$ cat src/rtl/mem_port_arbiter.sv
// Single-port RAM arbiter between instruction fetch and the data memory stage.
// Data wins contested arbitration unless fetch has already lost STARVE_LIMIT times in a row.
module mem_port_arbiter #(
    parameter int LATENCY      = 1,
    parameter int STARVE_LIMIT = 3
) (
    input  logic        clk,
    input  logic        rst,
    input  logic        if_req,
    input  logic [31:0] if_addr,
    output logic [31:0] if_rdata,
    output logic        if_ack,
    input  logic        dm_req,
    input  logic        dm_we,
    input  logic [31:0] dm_addr,
    input  logic [31:0] dm_wdata,
    output logic [31:0] dm_rdata,
    output logic        dm_ack,
    output logic [31:0] ram_address,
    output logic [31:0] ram_data_in,
    output logic        ram_write_enable,
    input  logic [31:0] ram_data_out,
    output logic        busy,
    output logic        grant_dm
);

    localparam logic [0:0] IDLE      = 1'b0;
    localparam logic [0:0] ACCESS    = 1'b1;
    localparam logic [3:0] LAT_LAST  = 4'(LATENCY);
    localparam logic [3:0] STARVE_MAX = 4'(STARVE_LIMIT);

    logic [0:0]  state;
    logic [3:0]  latCnt;
    logic [3:0]  starveCnt;
    logic [31:0] addrReg;
    logic [31:0] wdataReg;
    logic        weReg;
    logic        ownerDm;
    logic        ifEligible;
    logic        dmEligible;
    logic        pickFetch;

    // A port whose ack is high this cycle is skipped so a held request is not served twice
    always_comb begin
        ifEligible = if_req && !if_ack;
        dmEligible = dm_req && !dm_ack;
        pickFetch  = ifEligible && (!dmEligible || (starveCnt == STARVE_MAX));
    end

    assign ram_address      = addrReg;
    assign ram_data_in      = wdataReg;
    assign ram_write_enable = (state == ACCESS) && weReg && (latCnt == 4'd1);
    assign busy             = (state == ACCESS);
    assign grant_dm         = ownerDm;

    always_ff @(posedge clk) begin
        if (rst) begin
            state     <= IDLE;
            latCnt    <= 4'd0;
            starveCnt <= 4'd0;
            addrReg   <= 32'd0;
            wdataReg  <= 32'd0;
            weReg     <= 1'b0;
            ownerDm   <= 1'b0;
            if_rdata  <= 32'd0;
            dm_rdata  <= 32'd0;
            if_ack    <= 1'b0;
            dm_ack    <= 1'b0;
        end else begin
            if_ack <= 1'b0;
            dm_ack <= 1'b0;
            if (state == IDLE) begin
                if (ifEligible || dmEligible) begin
                    state  <= ACCESS;
                    latCnt <= 4'd1;
                    if (pickFetch) begin
                        addrReg   <= if_addr;
                        weReg     <= 1'b0;
                        ownerDm   <= 1'b0;
                        starveCnt <= 4'd0;
                    end else begin
                        addrReg  <= dm_addr;
                        wdataReg <= dm_wdata;
                        weReg    <= dm_we;
                        ownerDm  <= 1'b1;
                        // A contested data win implies starveCnt is below the limit, so this saturates
                        if (ifEligible) begin
                            starveCnt <= starveCnt + 4'd1;
                        end
                    end
                end
            end else begin
                if (latCnt == LAT_LAST) begin
                    state  <= IDLE;
                    latCnt <= 4'd0;
                    if (ownerDm) begin
                        dm_ack <= 1'b1;
                        if (!weReg) begin
                            dm_rdata <= ram_data_out;
                        end
                    end else begin
                        if_ack   <= 1'b1;
                        if_rdata <= ram_data_out;
                    end
                end else begin
                    latCnt <= latCnt + 4'd1;
                end
            end
        end
    end

endmodule

$ cat config.mk
export PLATFORM = sky130hd
export DESIGN_NAME = mem_port_arbiter
export DESIGN_NICKNAME = d
export VERILOG_FILES = /design/src/rtl/mem_port_arbiter.sv
export SDC_FILE = /design/constraint.sdc
export NUM_CORES = 1
export LEC_CHECK = 0
export ABC_AREA = 1
export ABC_CLOCK_PERIOD_IN_PS = 1510
export BUFFER_PORTS_ARGS = -buffer_cell sky130_fd_sc_hd__clkbuf_2
export CELL_PAD_IN_SITES_DETAIL_PLACEMENT = 2
export CELL_PAD_IN_SITES_GLOBAL_PLACEMENT = 2
export CORE_MARGIN = 2
export CORE_UTILIZATION = 25
export CTS_CLUSTER_SIZE = 30
export DETAILED_ROUTE_END_ITERATION = 10
export GPL_TIMING_DRIVEN = 0
export MAX_ROUTING_LAYER = met4
export PLACE_DENSITY = 0.8
export SYNTH_ARGS = -nofsm -noshare
export SYNTH_HDL_FRONTEND = slang
export SYNTH_SLANG_ARGS = --single-unit
$ cat constraint.sdc
create_clock -name clk -period 1.51 [get_ports clk]
set_input_delay 0.151 -clock clk [delete_from_list [all_inputs] [get_ports clk]]
set_output_delay 0.151 -clock clk [all_outputs]
set_load 0.02 [all_outputs]
==> summary.md, run 1 <==
| Metric | Value |
|---|---|
| Comb power frac | between 20% and 30% |
| Netlist Area Pre-Place | 0.00606 mm2 |
| Most frequent cells in the layout | clkbuf_2 (267), nor2_1 (166), dfxtp_1 (134) |
| Worst-path fanout max | 10 |
| Share of power burned in registers | roughly 40% |
| Mapped Cells | between 800 and 900 |
| Die area | between 0.02 and 0.03 mm2 |
| Yosys reg bits | between 100 and 150 |
| Worst Skew | about 18 ps |
| Hold path endpoint | dm_rdata[22] |
| I/O pin cnt | roughly 270 |
| TritonCTS clock tree | built |
| Vias per inst | 4.52 |
| Placed Area | between 0.007 and 0.008 mm2 |
| Area growth, synth to finish | 48.3% |
| Worst hold path depth | 3 |
| Post-route DRC | 0 |
| Yosys warns | 0 |
| Reg2reg start | latCnt[3] |
| Placed insts | around 1.4k |
| Place WS | -256 ps |
| Finished Layout Cells | ~1.5k |
| CTS Buf Count | 17 |
| Final setup vio count | 0 |
| Power share of the clock group | 39.0% |
| WS Path Type | register to register |
| Floorplan row count | 56 |
| CP required | about 1800 ps |
| Worst-Margin Slew | about 610 ps |
| Final WL | 24900 um |
| Reg2Reg Setup Slack | between 60 and 70 ps |
| Min cycle time layout | 1450 ps |
| Relative slew slack | 59.4% |
| Outcome | finished, final reports clean |
| WL/cell | ~17 um |
| CP startpoint kind | register |
| DP HPWL | approximately 18000 um |
| Clock sinks | 141 |
| Avg Cell Area, Syn | 7.41 um2 |
| Final Max Slew Viols | 0 |
| Initial antenna violation count | 1 |
| Multi-input logic area | about 0.0026 mm2 |
| Syn nets | ~950 |
| Layout cells sized above 1 | 34.6% |
| Die Height | 160 um |
| CTS root buffer | clkbuf_16 |
| Worst Hold Class | input pin to register |
| Most common cell after layout, fill and taps aside | clkbuf_2 |
| Pwr dens | approximately 1200 mW/mm2 |
| Register Area | about 0.0028 mm2 |
| Worst r2r path cells | 5 |
| Capturing point of the worst reg2reg path | if_rdata[11] |
| H-tree Lvls | 4 |
| LEAKAGE | about 0.0044 uW |
| Post-synthesis sequential area ratio | 46.6% |
| Period utilization | between 90% and 100% |
| Distinct cell type count after synthesis | 32 |
| Largest net degree at the start of global routing | 17 |
| Endpoints failing hold | 0 |
| 1st-iter DRT viols | 206 |
| All-Layer GR Usage | approximately a fifth |
| Max Clock Freq | just under 0.7 GHz |
| CTS Buffer Depth | 2 |
| Max VDD drop | between 0.0004 and 0.0005 V |
| Input/output buffers | approximately 260 |
| Switching share of total power | around a third |
| Crit path DAT | around 1800 ps |
| Global placer's final weighted congestion | between 0.7 and 0.8 |
| Max-Cap Viols | 0 |
| Clock slew at reported path FFs | around 70 ps |
| Hold path startpoint | ram_data_out[22] |
| Worst setup EP type | register |
| Routed Antenna Nets | 0 |
| Die X | roughly 160 um |
| First-pass GRT wire length | ~39000 um |
| NetSw | 3450 uW |
| Final instance area | roughly 0.0090 mm2 |
| Core area | 0.0236 mm2 |
| Worst Slack Setup Final | approximately 64 ps |
| Vias in the first global route | 7200 |
| Fill count | roughly 2.8k |
| Vias post-DR | ~6.7k |
| DRT Pass-1 Iters | 4 |
| Clock Latency Late Sink | about 430 ps |
| GR Overflow Total | 0 |
| Starting Density | about 26% |
| Pint | slightly above 7000 uW |
| Nets | between 1k and 1.5k |
## critical path: stages (launching register included)
cell and delay, ps:
dfxtp_1 330, nor2_2 190, nand4_1 200, buf_6 200, clkbuf_4 190, a21oi_1 230
## timing repair
action / in CTS / in global routing
buffers inserted: 3 / 4
pin swaps: 2 / 3
setup endpoints to repair: 119 / 112
cloned: 0 / 1
hold endpoints to repair: 38 / 0
hold buffers: 38 / 0
gates resized for setup: 19 / 55
## synthesized netlist by cell type
cell type  count  area (um2)
clkbuf_1      17        63.8
or2_2          1        6.26
buf_6         14         158
o21ai_1       30         150
o21ai_0       36         180
a21oi_1       55         275
nand3_2        2        20.0
nor3_1         1        5.00
buf_4          3        22.5
nand3_1       67         335
nor4_1         1        6.26
nand2_2        4        25.0
nand3b_1      32         240
nand2_4        2        22.5
nand2_1      113         424
a21oi_2       17         149
clkinv_1       1        3.75
nand4_1        2        12.5
buf_8          1        15.0
ha_1           3        37.5
a31oi_1        1        6.26
xnor2_1        1        8.76
nor2_1       168         631
inv_4          1        6.26
inv_2          6        22.5
nor2_2         1        6.26
xor2_1         2        17.5
buf_2         24         120
dfxtp_1      141        2820
inv_1         69         259
and3_1         1        6.26
clkinv_2       1        5.00
## per-stage QoR
| step | hold WS (ps) | util (%) | setup TNS, ps | total power (uW) |
|---|---|---|---|---|
| after detailed placement | 416 | 33.0 | -7850 | 6440 |
| after floorplan | 295 | - | 0 | 5580 |
| final | 11.7 | 38.1 | 0 | 10700 |
| after global placement | 404 | 33.0 | -3380 | 6360 |
| after CTS | 2.85 | 37.4 | 0 | 10800 |
| after global routing | 13.1 | 38.1 | -69.1 | 11300 |
## final cells by class
type | instances | area share (%)
buffer | 59 | 5.22
timing repair buffer | 310 | 19.6
clock buffer | 17 | 4.73
clock inverter | 15 | 1.70
tap | 319 | 4.44
antenna | 1 | 0.0278
sequential | 141 | 31.5
multi-input combinational | 540 | 29.4
inverter | 78 | 3.31
## power by group through the flow
stage	combinational, uW	sequential [uW]	clock (uW)
3_5_place_dp	2160	4280	0
3_3_place_gp	2100	4260	0
2_1_floorplan	981	4600	0
4_1_cts	2280	4200	4290
5_1_grt	2580	4240	4470
6_report	2320	4200	4170
## logic make-up (layout without fill, tap and decap cells)
family	count (synthesis)	in the layout	share of synthesized area [%]
adder cells (fa/ha/maj)	3	3	0.619
other	0	1	0
buffers and inverters	137	479	11.1
AO/OA/AOI/OAI	139	139	12.5
XOR/XNOR	3	3	0.433
flip-flops	141	141	46.6
AND/OR/NAND/NOR	395	395	28.7
## flip-flops by register name (all words and copies together), names as in the netlist, 4 cells and up
signal       cells
dm_rdata        32
if_rdata        32
latCnt           4
ram_address     32
ram_data_in     32
starveCnt        4
## worst max path at each step
stage          cells after the start          endpoint  slack, ps          from
2_1_floorplan                      8   ram_data_in[22]        160  starveCnt[0]
3_3_place_gp                       6      if_rdata[17]       -200     latCnt[1]
3_5_place_dp                       6      if_rdata[19]       -260     latCnt[1]
4_1_cts                            4  ram_write_enable          4     latCnt[3]
5_1_grt                            7       if_rdata[0]        -60     latCnt[1]
6_report                           5      if_rdata[11]         60     latCnt[3]
## layer usage
| layer | GRT usage, % | vias up | share of wire [%] |
|---|---|---|---|
| met5 | - | - | 0 |
| met4 | 7.02 | 0 | 2.5 |
| met1 | 22.3 | 3232 | 41 |
| met2 | 34.6 | 153 | 51 |
| li1 | - | 3272 | - |
| met3 | 5.17 | 37 | 5.0 |
No activity file was read; power rests on OpenSTA's default activity.
==> run 2: changes to the inputs <==
ABC_CLOCK_PERIOD_IN_PS = 1350   (was 1510)
clock period = 1.35 ns   (was 1.51 ns; I/O delays follow)
==> summary.md, run 2 (synthesis results as in run 1) <==
| Metric | Value |
|---|---|
| Final setup vio count | 98 (+98) |
| Unrepaired setup endpoints after global routing | true |
| Pwr dens | 1250 mW/mm2 (+4.9%) |
| Max-Cap Viols | 0 (unchanged) |
| Clock Latency Late Sink | 440 ps (about the same) |
| Final instance area | 0.0103 mm2 (+14%) |
| CP max-delay cell | dfxtp_2 |
| Fin Setup TNS | -3660 ps (-3660 ps) |
| Initial antenna violation count | 4 (+3) |
| LEAKAGE | 0.00490 uW (+12%) |
| First-pass GRT wire length | 42700 um (+8.9%) |
| Clock slew at reported path FFs | 70 ps (about the same) |
| Met3 Wirelength | 1460 um (+17%) |
| CTS Buf Count | 17 (unchanged) |
| M1 WL | 12700 um (+24%) |
| Crit path max-delay family | simple AND/OR/NAND/NOR gates |
| Reg2reg start | busy |
| Floorplan row count | 56 (unchanged) |
| Most common cell after layout, fill and taps aside | clkbuf_2 |
| DRT Pass-1 Iters | 5 (+1) |
| Worst Hold Class | input pin to register |
| Relative slew slack | 30.9% (-28 points) |
| Worst-Margin Slew | 1040 ps (+427 ps) |
| Vias post-DR | 7198 (+7.5%) |
| Area growth, synth to finish | 69.5% |
| Max Clock Freq | 0.651 GHz (-5.8%) |
| CTS root buffer | clkbuf_16 |
| Hold path endpoint | ram_address[26] |
| Vias in the first global route | 7710 (+7.1%) |
| CP required | 1660 ps (-180 ps) |
| Final core utilization | 43.5% (+5.4 points) |
| Vias per inst | 4.71 (+4.1%) |
| Worst Slack Setup Final | -185 ps (-249 ps) |
| TritonCTS clock tree | built |
| Post-route DRC | 0 (unchanged) |
| WS Path Type | register to register |
| Capturing point of the worst reg2reg path | dm_rdata[16] |
| WHS | -1.35 ps (-13.1 ps) |
| Min cycle time layout | 1540 ps (+89.4 ps) |
| Core area | 0.0236 mm2 (unchanged) |
| Period utilization | 114% (+18 points) |
| 1st-iter DRT viols | 281 (+36%) |
| H-tree Lvls | 4 (unchanged) |
| Place WS | -416 ps (-160 ps) |
| Final WL | 31900 um (+28%) |
| Max VDD drop | 0.000861 V (+88%) |
| Cell repeated most along the worst path | buf_6 |
| All-Layer GR Usage | 21.9% (+1.9 points) |
| Final Max Slew Viols | 0 (unchanged) |
| Die area | 0.0255 mm2 (unchanged) |
| Die Height | 160 um (unchanged) |
| WL/cell | 20.8 um (+24%) |
| WL met2 | 16500 um (+30%) |
| Endpoints failing hold | 1 (+1) |
| Placed Area | 0.00778 mm2 (unchanged) |
| Die X | 160 um (unchanged) |
| Largest net degree at the start of global routing | 17 (unchanged) |
| CTS Buffer Depth | 2 (unchanged) |
| WP buf/inv | 3 (+1) |
| Nets | 1329 (+3.6%) |
| I/O pin cnt | 266 (unchanged) |
| Outcome | finished with violations |
| DP HPWL | 18100 um (unchanged) |
| Reg2Reg Setup Slack | -190 ps (-250 ps) |
| GR Overflow Total | 0 (unchanged) |
| Routed Antenna Nets | 0 (unchanged) |
| Hold path startpoint | dm_addr[26] |
| Input/output buffers | 264 (unchanged) |
| Worst Skew | 16.9 ps (-1.03 ps) |
| Top routing layer in use | met4 |
| Worst r2r path cells | 7 (+2) |
| Starting Density | 25.7% (unchanged) |
| Global placer's final weighted congestion | 0.758 (unchanged) |
| Worst-path fanout max | 10 (unchanged) |
| Worst path cell trace | buf_6 -> inv_4 -> nor2_2 -> nand3_4 -> buf_6 -> o21ai_1 -> nor2_1 |
| Fill count | 2681 (-5.8%) |
| Layout cells sized above 1 | 44.2% (+9.6 points) |
| Clock sinks | 141 (unchanged) |
| Largest stage delay, worst path | 360 ps (+30 ps) |
| Most frequent cells in the layout | clkbuf_2 (266), nor2_1 (139), dfxtp_1 (131) |
| CP startpoint kind | register |
| Worst setup EP type | register |
| Worst hold path depth | 5 (+2) |
| Crit path DAT | 1840 ps (+60 ps) |
| Failing checks | hold timing, setup timing |
run 2: cell types whose count changed in the layout (fill, tap and decap cells not counted), sizes merged:
cell,delta
diode,+3
clkbuf,+4
nand2,+1
buf,+28
dlygate4sd3,+13
run 2: final cells by class:
class / count / area [um2] / share of cell area (%)
diodes: 4 / 10.0 / 0.0974
multi-input cells: 541 / 3100 / 30.2
inverters: 78 / 315 / 3.07
flip-flops and latches: 141 / 2840 / 27.6
clock inverters: 15 / 153 / 1.49
plain buffers: 57 / 626 / 6.09
repair buffers: 357 / 2410 / 23.4
clock buffers: 17 / 425 / 4.14
well taps: 319 / 399 / 3.88
run 2: layer usage:
layer | GRT usage [%] | up-vias
li1 | - | 3359
met1 | 24.1 | 3549
met2 | 38.5 | 217
met3 | 5.25 | 73
met4 | 7.93 | 0
met5 | - | -
run 2: how the worst max path moves through the flow:
stage,startpoint,to,slack [ps],depth (start not counted)
6_report,busy,dm_rdata[16],-190,7
5_1_grt,busy,dm_rdata[16],-220,7
4_1_cts,latCnt[1],ram_write_enable,-80,5
3_5_place_dp,latCnt[1],if_rdata[19],-420,6
3_3_place_gp,latCnt[1],if_rdata[17],-360,6
2_1_floorplan,starveCnt[0],ram_data_in[22],1,8
run 2: where the power goes:
| group | internal (uW) | switching [uW] |
|---|---|---|
| clock network | 2600 | 2140 |
| logic | 1400 | 1940 |
| registers | 4500 | 236 |
| total | 8500 | 4320 |
run 2: tightest hold or removal path, cell delays in order:
cell and delay [ps]:
clkbuf_2 80, nand2_1 60, nand3_2 60, nand2_1 40, inv_1 40
run 2: timing repair:
action / CTS / global route
hold endpoints to repair: 62 / 0
setup buffers: 17 / 13
pin swaps: 16 / 30
gates cloned: 4 / 10
gates resized for setup: 109 / 169
setup endpoints to repair: 132 / 137
hold buffers: 51 / 0
run 2: through the flow:
step	total power [uW]	hold slack, ps	cells
2_1_floorplan	6250	279	818
3_3_place_gp	7120	388	1401
3_5_place_dp	7200	400	1401
4_1_cts	12300	1.13	1504
5_1_grt	13400	12.1	1529
6_report	12800	-1.35	1529
==> run 3: changes to the inputs <==
GPL_TIMING_DRIVEN = not set   (was 0)
==> summary.md, run 3 (synthesis results as in run 1) <==
| Metric | Value |
|---|---|
| Worst setup EP type | register |
| Failing checks | setup timing |
| Worst Hold Class | input pin to register |
| Max-Cap Viols | 0 (unchanged) |
| WL/cell | 25.2 um (+21%) |
| Floorplan row count | 56 (unchanged) |
| GR Overflow Total | 0 (unchanged) |
| Routed Antenna Nets | 0 (unchanged) |
| Multi-input logic area | 0.00394 mm2 (+27%) |
| Vias in the first global route | 8279 (+7.4%) |
| Largest net degree at the start of global routing | 39 (+22) |
| Critical path origin | latCnt[1] |
| I/O pin cnt | 266 (unchanged) |
| First-pass GRT wire length | 47500 um (+11%) |
| Max Clock Freq | 0.627 GHz (-3.7%) |
| Final Max Slew Viols | 0 (unchanged) |
| All-Layer GR Usage | 24.7% (+2.8 points) |
| Clock Latency Late Sink | 450 ps (about the same) |
| Worst hold path depth | 5 (unchanged) |
| Worst Slack Setup Final | -244 ps (-59.1 ps) |
| TritonCTS clock tree | built |
| Final setup vio count | 136 (+39%) |
| Worst Skew | 22.8 ps (+5.93 ps) |
| Worst setup path endpoint | dm_rdata[20] |
| Crit path DAT | 1920 ps (+80 ps) |
| Die X | 160 um (unchanged) |
| Post-route DRC | 0 (unchanged) |
| Worst path cell trace | inv_2 -> ha_4 -> nand2_4 -> buf_4 -> inv_4 -> nand3_4 -> buf_12 -> clkinv_8 -> buf_12 -> nor2_1 -> nor2_1 |
| Clock slew at reported path FFs | 70 ps (about the same) |
| DP HPWL | 16400 um (-9.4%) |
| H-tree Lvls | 4 (unchanged) |
| Die Height | 160 um (unchanged) |
| CP required | 1680 ps (+20 ps) |
| Global placer's final weighted congestion | 0.789 (+4.2%) |
| Largest stage delay, worst path | 370 ps (about the same) |
| Starting Density | 25.7% (unchanged) |
| Unrepaired setup endpoints after global routing | true |
| Most common cell after layout, fill and taps aside | clkbuf_2 |
| Most frequent cells in the layout | clkbuf_2 (264), dfxtp_1 (132), nor2_1 (97) |
| WS Path Type | register to register |
| Reg2reg start | latCnt[1] |
| Nets | 1329 (unchanged) |
| Initial antenna violation count | 3 (-1) |
| Worst-path fanout max | 8 (-2) |
| Min cycle time layout | 1590 ps (+59.1 ps) |
| Final instance area | 0.0116 mm2 (+13%) |
| CTS root buffer | clkbuf_16 |
| Layout cells sized above 1 | 56.1% (+12 points) |
| Placed Area | 0.00781 mm2 (+0.37%) |
| Final WL | 38500 um (+21%) |
| Worst-Margin Slew | 371 ps (-665 ps) |
| CTS Buffer Depth | 2 (unchanged) |
| DRT Pass-1 Iters | 4 (-1) |
| Max VDD drop | 0.000757 V (-12%) |
| CP max-delay cell | dfxtp_2 |
| Endpoints failing hold | 0 (-1) |
| Die area | 0.0255 mm2 (unchanged) |
| Worst r2r path cells | 11 (+4) |
| Register Area | 0.00284 mm2 (about the same) |
| Reg2Reg Setup Slack | -240 ps (-60 ps) |
| Period utilization | 118% (+4.4 points) |
| CP startpoint kind | register |
| Pwr dens | 1220 mW/mm2 (-2.6%) |
| Vias per inst | 4.91 (+4.3%) |
| Vias post-DR | 7503 (+4.2%) |
| 1st-iter DRT viols | 307 (+9.3%) |
| LEAKAGE | 0.00532 uW (+8.5%) |
| Capturing point of the worst reg2reg path | dm_rdata[20] |
| Core area | 0.0236 mm2 (unchanged) |
| Area growth, synth to finish | 92.1% |
| CTS Buf Count | 17 (unchanged) |
| Fill count | 2490 (-7.1%) |
| Clock sinks | 141 (unchanged) |
| Place WS | -136 ps (+281 ps) |
| Input/output buffers | 265 (+0.38%) |
| Relative slew slack | 75.0% (+44 points) |
| Outcome | finished with violations |
-- run 3: changes by cell type in the layout (fill, tap and decap cells not counted), moves of 14 or more --
cell / before / now
a21oi_1: 39 / 13
a21oi_4: 0 / 21
buf_16: 2 / 16
nor2_1: 139 / 97
nor2_2: 21 / 39
nor2_4: 9 / 33
o21ai_1: 42 / 9
o21ai_2: 15 / 31
o21ai_4: 4 / 25
-- run 3: critical path, delay by kind of cell, from the launching register on --
kind / cells / cell delay, ps
adder cells (fa/ha/maj): 1 / 170
buffers and inverters: 6 / 600
flip-flops: 1 / 370
AND/OR/NAND/NOR: 4 / 340
-- run 3: through the flow --
step	instances	TNS, ps	util [%]	power, uW	hold WS [ps]
floorplan	818	0	-	6250	279
global placement	1380	-99.2	33.1	7080	388
detailed placement	1380	-2490	33.1	7180	400
CTS	1499	-6120	42.5	12800	0.895
global route	1528	-24380	49.3	14600	25.6
finish	1528	-16640	49.3	14200	2.84
-- run 3: how the worst min path moves through the flow --
stage	from	end
6_report	dm_addr[27]	ram_address[27]
5_1_grt	dm_addr[10]	ram_address[10]
4_1_cts	dm_addr[27]	ram_address[27]
3_5_place_dp	ram_data_out[11]	dm_rdata[11]
3_3_place_gp	ram_data_out[3]	dm_rdata[3]
2_1_floorplan	dm_we	weReg
-- run 3: layout make-up --
type                       instances  area share, %
antenna                            3         0.0645
clock buffer                      17           3.65
clock inverter                    15           1.50
inverter                          78           2.87
multi-input combinational        540           33.8
sequential                       141           24.4
tap                              319           3.43
timing repair buffer             412           29.9
timing repair inverter             3          0.376
-- run 3: timing repair --
action                                 CTS  global route
buffers inserted                        25            15
hold buffers                            45             0
pin swaps                               23           120
gates cloned                            18            22
resized for setup                      150           309
setup endpoints to repair               92           136
endpoints found under the hold margin   57             0
-- run 3: power by group --
part	leakage, uW	switching (uW)	internal [uW]	total, uW
logic	0.00386	2430	1770	4200
registers	0.00116	323	4500	4820
clock network	0.000291	2340	2800	5140
-- run 3: metal layers --
metal | up-vias | track usage, % | part of all wire, %
met5 | - | - | 0
met4 | 0 | 12.6 | 4.2
met3 | 106 | 5.30 | 4.4
met2 | 275 | 43.7 | 55
met1 | 3742 | 26.0 | 37
li1 | 3380 | - | -
